[src/rtl/fp_round_if.sv]
// Valid/ready bundle between the mantissa normalizer, the round-and-pack stage and its consumer.
interface fp_round_if #(
    parameter int unsigned MANTIS_SIZE = 23,
    parameter int unsigned EXP_SIZE    = 8
);
    logic                          in_valid;
    logic                          in_ready;
    logic                          sign_in;
    logic [EXP_SIZE-1:0]           exp_in;
    logic [MANTIS_SIZE+2:0]        mantis_in;
    logic                          out_valid;
    logic                          out_ready;
    logic [EXP_SIZE+MANTIS_SIZE:0] result;
    logic                          inexact;
    logic                          overflow;

    modport master (
        output in_valid, sign_in, exp_in, mantis_in, out_ready,
        input  in_ready, out_valid, result, inexact, overflow
    );

    modport slave (
        input  in_valid, sign_in, exp_in, mantis_in, out_ready,
        output in_ready, out_valid, result, inexact, overflow
    );
endinterface

[src/rtl/fp_round.sv]
// Round-to-nearest-even and pack stage: s1 holds the rounded mantissa, the output register
// holds the packed word; both stages stall independently under backpressure.
module fp_round #(
    parameter int unsigned MANTIS_SIZE = 23,
    parameter int unsigned EXP_SIZE    = 8
) (
    input  logic          clk,
    input  logic          rst_n,
    fp_round_if.slave     bus
);
    localparam int unsigned SW = MANTIS_SIZE + 2;
    localparam int unsigned EW = EXP_SIZE + 1;
    localparam int unsigned RW = 1 + EXP_SIZE + MANTIS_SIZE;

    logic                   w_special;
    logic                   w_g;
    logic                   w_s;
    logic                   w_lsb;
    logic                   w_inc;
    logic [SW-1:0]          w_sum;
    logic                   w_adv1;
    logic                   w_adv2;

    logic                   r_s1_valid;
    logic [SW-1:0]          r_sum;
    logic [EXP_SIZE-1:0]    r_exp_s1;
    logic                   r_sign_s1;
    logic                   r_special_s1;
    logic                   r_inexact_s1;

    logic [EW-1:0]          w_exp_ext;
    logic [EXP_SIZE-1:0]    w_exp;
    logic [MANTIS_SIZE-1:0] w_frac;
    logic                   w_ovf;

    logic                   r_out_valid;
    logic [RW-1:0]          r_result;
    logic                   r_inexact;
    logic                   r_overflow;

    // Stage 1: round decision; all-ones exponent (inf/NaN) passes through unrounded
    assign w_special = &bus.exp_in;
    assign w_lsb     = bus.mantis_in[2];
    assign w_g       = bus.mantis_in[1];
    assign w_s       = bus.mantis_in[0];
    assign w_inc     = ~w_special & w_g & (w_s | w_lsb);
    assign w_sum     = {1'b0, bus.mantis_in[MANTIS_SIZE+2:2]} + SW'(w_inc);

    assign w_adv2       = ~r_out_valid | bus.out_ready;
    assign w_adv1       = ~r_s1_valid | w_adv2;
    assign bus.in_ready = w_adv1 & rst_n;

    // Stage 2: mantissa carry, denormal promotion and saturation to infinity
    always_comb begin
        w_exp_ext = {1'b0, r_exp_s1};
        w_frac    = r_sum[MANTIS_SIZE-1:0];
        if (r_sum[SW-1]) begin
            w_exp_ext = {1'b0, r_exp_s1} + EW'(1);
            w_frac    = '0;
        end else if ((r_exp_s1 == '0) && r_sum[MANTIS_SIZE]) begin
            w_exp_ext = EW'(1);
        end
        w_ovf = ~r_special_s1 & (w_exp_ext[EXP_SIZE] | (&w_exp_ext[EXP_SIZE-1:0]));
        w_exp = w_exp_ext[EXP_SIZE-1:0];
        if (w_ovf) begin
            w_exp  = '1;
            w_frac = '0;
        end
    end

    always_ff @(posedge clk) begin
        if (!rst_n) begin
            r_s1_valid   <= 1'b0;
            r_sum        <= '0;
            r_exp_s1     <= '0;
            r_sign_s1    <= 1'b0;
            r_special_s1 <= 1'b0;
            r_inexact_s1 <= 1'b0;
            r_out_valid  <= 1'b0;
            r_result     <= '0;
            r_inexact    <= 1'b0;
            r_overflow   <= 1'b0;
        end else begin
            if (w_adv1) begin
                r_s1_valid <= bus.in_valid;
                if (bus.in_valid) begin
                    r_sum        <= w_sum;
                    r_exp_s1     <= bus.exp_in;
                    r_sign_s1    <= bus.sign_in;
                    r_special_s1 <= w_special;
                    r_inexact_s1 <= (w_g | w_s) & ~w_special;
                end
            end
            if (w_adv2) begin
                r_out_valid <= r_s1_valid;
                if (r_s1_valid) begin
                    r_result   <= {r_sign_s1, w_exp, w_frac};
                    r_inexact  <= r_inexact_s1;
                    r_overflow <= w_ovf;
                end
            end
        end
    end

    assign bus.out_valid = r_out_valid;
    assign bus.result    = r_result;
    assign bus.inexact   = r_inexact;
    assign bus.overflow  = r_overflow;
endmodule

[src/flat_wrapper.sv]
// flat-port wrapper written by rule: the top's interface ports become plain ports
module fp_round_flat 
#(
    parameter int unsigned MANTIS_SIZE = 23,
    parameter int unsigned EXP_SIZE    = 8
)
  (clk, rst_n, bus_in_valid, bus_sign_in, bus_exp_in, bus_mantis_in, bus_out_ready, bus_in_ready, bus_out_valid, bus_result, bus_inexact, bus_overflow);
  fp_round_if #(.MANTIS_SIZE(MANTIS_SIZE), .EXP_SIZE(EXP_SIZE)) bus_i ();
  input  logic clk;
  input  logic rst_n;
  input wire logic [$bits(bus_i.in_valid)-1:0] bus_in_valid;
  input wire logic [$bits(bus_i.sign_in)-1:0] bus_sign_in;
  input wire logic [$bits(bus_i.exp_in)-1:0] bus_exp_in;
  input wire logic [$bits(bus_i.mantis_in)-1:0] bus_mantis_in;
  input wire logic [$bits(bus_i.out_ready)-1:0] bus_out_ready;
  output wire logic [$bits(bus_i.in_ready)-1:0] bus_in_ready;
  output wire logic [$bits(bus_i.out_valid)-1:0] bus_out_valid;
  output wire logic [$bits(bus_i.result)-1:0] bus_result;
  output wire logic [$bits(bus_i.inexact)-1:0] bus_inexact;
  output wire logic [$bits(bus_i.overflow)-1:0] bus_overflow;
  assign bus_i.in_valid = bus_in_valid;
  assign bus_i.sign_in = bus_sign_in;
  assign bus_i.exp_in = bus_exp_in;
  assign bus_i.mantis_in = bus_mantis_in;
  assign bus_i.out_ready = bus_out_ready;
  assign bus_in_ready = bus_i.in_ready;
  assign bus_out_valid = bus_i.out_valid;
  assign bus_result = bus_i.result;
  assign bus_inexact = bus_i.inexact;
  assign bus_overflow = bus_i.overflow;
  fp_round #(.MANTIS_SIZE(MANTIS_SIZE), .EXP_SIZE(EXP_SIZE)) u_core (.clk(clk), .rst_n(rst_n), .bus(bus_i));
endmodule
[config.mk]
export PLATFORM = sky130hd
export DESIGN_NAME = fp_round_flat
export DESIGN_NICKNAME = d
export VERILOG_FILES = /design/src/rtl/fp_round_if.sv /design/src/rtl/fp_round.sv /design/src/flat_wrapper.sv
export SDC_FILE = /design/constraint.sdc
export NUM_CORES = 1
export LEC_CHECK = 0
export ABC_AREA = 0
export CAP_MARGIN = 5
export CELL_PAD_IN_SITES_DETAIL_PLACEMENT = 0
export CELL_PAD_IN_SITES_GLOBAL_PLACEMENT = 1
export CORE_ASPECT_RATIO = 2
export CORE_MARGIN = 2
export CORE_UTILIZATION = 39
export CTS_BUF_LIST = sky130_fd_sc_hd__clkbuf_8
export DETAILED_ROUTE_END_ITERATION = 7
export HOLD_SLACK_MARGIN = 0.02
export PLACE_DENSITY_LB_ADDON = 0.2
export SYNTH_ARGS = -nofsm -noshare
export SYNTH_HDL_FRONTEND = slang
export SYNTH_SLANG_ARGS = --single-unit
[constraint.sdc]
create_clock -name clk -period 2.25 [get_ports clk]
set_clock_uncertainty 0.05 [all_clocks]
set_input_delay 0.225 -clock clk [delete_from_list [all_inputs] [get_ports clk]]
set_output_delay 0.225 -clock clk [all_outputs]
set_load 0.03 [all_outputs]
==> summary.txt <==
CTS tree = built
Sequential area share after synthesis = 0.425
Cell Int Power = 2.10 mW
Setup CP Type = primary input to register
Slowest CP cell = clkdlybuf4s50_1
Fillers = 866
Drt drc = 0
Clock share of power = 0.362
Leakage power = 1.61 nW
Clock root buffer = clkbuf_8
Slack of the critical path = 0.190 ns
F_max = 485 MHz
Register Area = 1440 um^2
Sw power = 0.752 mW
Place WS = -0.184 ns
Number of CTS-inserted buffers = 9
# placed instances = 568
WL final = 9.07 mm
Buffers and inverters on the worst path = 3
DR iter-0 viols = 114
Syn Area/Cell = 8.44 um^2
Area contributors post-synth = dfxtp_1 (42%), nand2_1 (7.7%), a32oi_1 (5.9%)
Total number of vias = 3266
Max Slew Vio Count = 0
Area of the multi-input gates = 1830 um^2
Post-synth EDFFs = 0
Post-synth ARST share = 0
Final Hold Fails = 0
Die Outline Area = 9500 um^2
Ys Warns = 0
Layout cells sized above 1 = 0.105
Period Utilization, post-route = 0.916
CP max stage delay = 0.43 ns
Synth top area share = 0.425
I/O Pins = 75
Syn Inst Count = 402
Arrival time worst endpoint = 2.25 ns
Crit path time final = 2.06 ns
Hold path depth = 3
Critical Path End Type = register
Clock latency on the worst-skew pair = 0.35 ns
Endpoints failing setup = 0
Main synth FF type = dfxtp_1
Diode count = 0
Die Y = 136 um
Startpoint types = primary input
DRT Pass-1 Iters = 6
Area Overhead vs Synth = 34.2%
Gr usage total = 0.198
Core ar. = 8530 um^2
Final layout net count = 525
Row count = 48
Initial core utilization = 0.398
Most common cell in the netlist = dfxtp_1
Wire length per cell = 15.5 um
Power per cell area = 626 nW/um^2
Fin util = 0.534
Cell Count, Final, Fillers Out = 587
GPL Wtd Cong = 0.817
Top delay family on crit path = buffers and inverters
Worst-case clock buffer depth = 2
Vias in the first global route = 3122
Average vias per placed instance = 5.56
Worst slew margin = 0.455
Maximum vdd ir drop = 0.433 mV
Detailed placer's ending HPWL = 6.62 mm
Chip Width = 69.9 um
IO buf count = 74
Mapped Nets = 445
Post-CTS Hold Buffers = 0
Gr ovfl total = 0
Yosys cell types = 43
Leading area contributor after synthesis = dfxtp_1
Combinational share of power = 0.148
Critical path peak fanout = 6
RSZ-0062 raised after global routing = false
Maximum number of pins on one net before global-route repair = 57
CP Cell Sequence = clkdlybuf4s50_1 > nand4_1 > nor2_2 > nor2_1 > ha_1 > ha_1 > nand2_1 > buf_4 > nor4_4 > buf_4 > nand3_1 > xor2_1 > a21oi_2
Critical Path RT = 2.44 ns
Sink Count = 72
Net Sw Frac = 0.264
Detail Route Antenna Nets = 0
Worst slew pin tran = 0.814 ns
Post-synthesis sequential element count = 72
Initial antenna violation count = 0
CTS clk-pin slew, worst paths = 0.07 ns
Status = finished, final reports clean
Seq pwr share = 0.490
Worst path depth = 13
H-tree depth = 3
Worst R2R Path Depth = 8
First-pass GRT wire length = 14.8 mm
Max Cap Viol = 0
Hold crit path type = primary input to register
Top post-synthesis cells by count = dfxtp_1 (72), nand2_1 (70), a21oi_1 (35)
Mapped Area = 3390 um^2
Final Hold Slack = 0.396 ns
cell families (layout without fill, tap and decap cells):
group / count (synthesis) / after routing / synth area share
adder cells (fa/ha/maj): 4 / 4 / 0.0148
buffers and inverters: 30 / 115 / 0.0402
multiplexers: 1 / 1 / 0.00295
AO/OA/AOI/OAI: 121 / 121 / 0.229
AND/OR/NAND/NOR: 147 / 147 / 0.218
XOR/XNOR: 27 / 27 / 0.0697
flip-flops: 72 / 72 / 0.425
metrics by stage:
step                      setup TNS, ns  area, um^2  power, mW
final                                 0        4550       2.85
after global routing                  0        4550       2.98
after CTS                             0        4530       2.88
after detailed placement          -1.45        4330       1.85
after global placement            -1.01        4330       1.84
after floorplan                       0        3390       1.63
power groups by stage:
| stage | Clock, mW | Combinational, mW | Sequential (mW) |
|---|---|---|---|
| final | 1.03 | 0.422 | 1.40 |
| after detailed placement | 0 | 0.424 | 1.43 |
| after floorplan | 0 | 0.176 | 1.46 |
| after global routing | 1.12 | 0.459 | 1.41 |
| after global placement | 0 | 0.420 | 1.42 |
| after CTS | 1.06 | 0.425 | 1.40 |
worst paths after layout:
check | startpoint | end | slack (ns)
min | bus_sign_in | u_core.r_sign_s1$_SDFFE_PN0P_ | 0.40
max | bus_exp_in[5] | u_core.r_sum[22]$_SDFFE_PN0P_ | 0.19
min reg2reg | u_core.r_sign_s1$_SDFFE_PN0P_ | u_core.r_sign_s1$_SDFFE_PN0P_ | 0.41
max reg2reg | u_core.r_exp_s1[0]$_SDFFE_PN0P_ | u_core.bus.result[2]$_SDFFE_PN0P_ | 0.21
worst reg2reg max path: stages (launching register included):
cell	delay, ns
dfxtp_1	0.46
inv_1	0.12
ha_1	0.20
nor4b_2	0.16
a211oi_1	0.26
o2111ai_2	0.18
nor2_2	0.19
buf_12	0.19
o21ai_0	0.10
metal layers:
layer | up-vias | global-route usage | part of all wire
li1 | 1622 | - | -
met5 | - | 0 | 0
met1 | 1533 | 0.203 | 0.38
met2 | 87 | 0.366 | 0.54
met3 | 24 | 0.0371 | 0.034
met4 | 0 | 0.120 | 0.038
layout make-up:
class                           instances  share of cell area
Inverter                                5             0.00412
Clock inverter                          5              0.0107
Sequential cell                        72               0.317
Tap cell                              100              0.0275
Timing Repair Buffer                   94               0.206
Clock buffer                           11              0.0333
Multi-Input combinational cell        300               0.402
layout by cell type, fill, tap and decap left out, drive strengths merged, types with 2 or more instances in the layout:
master	Yosys	layout
ha	4	4
nor3	6	6
inv	5	8
nand2	70	70
a21oi	36	36
and4	3	3
xor2	15	15
nor2b	2	2
nor2	32	32
buf	13	21
and3	5	5
nor4	2	2
o221ai	6	6
a211oi	10	10
nor4b	2	2
o21ai	40	40
or2	2	2
nand4	9	9
xnor2	12	12
o221a	2	2
clkdlybuf4s50	0	73
nand3	11	11
a32oi	23	23
dfxtp	72	72
clkbuf	12	11
sequential cells by signal (all words and copies together) (netlist names):
signal                flops
u_core.bus.result        32
u_core.r_sum             25
u_core.r_exp_s1           8
u_core.bus.inexact        1
u_core.bus.out_valid      1
u_core.bus.overflow       1
u_core.r_inexact_s1       1
u_core.r_s1_valid         1
u_core.r_sign_s1          1
u_core.r_special_s1       1
timing repair:
item,CTS,global route
setup buffers,0,3
resized for setup,0,1
endpoints found under the setup margin,0,2
Power figures use the tool's default switching activity.
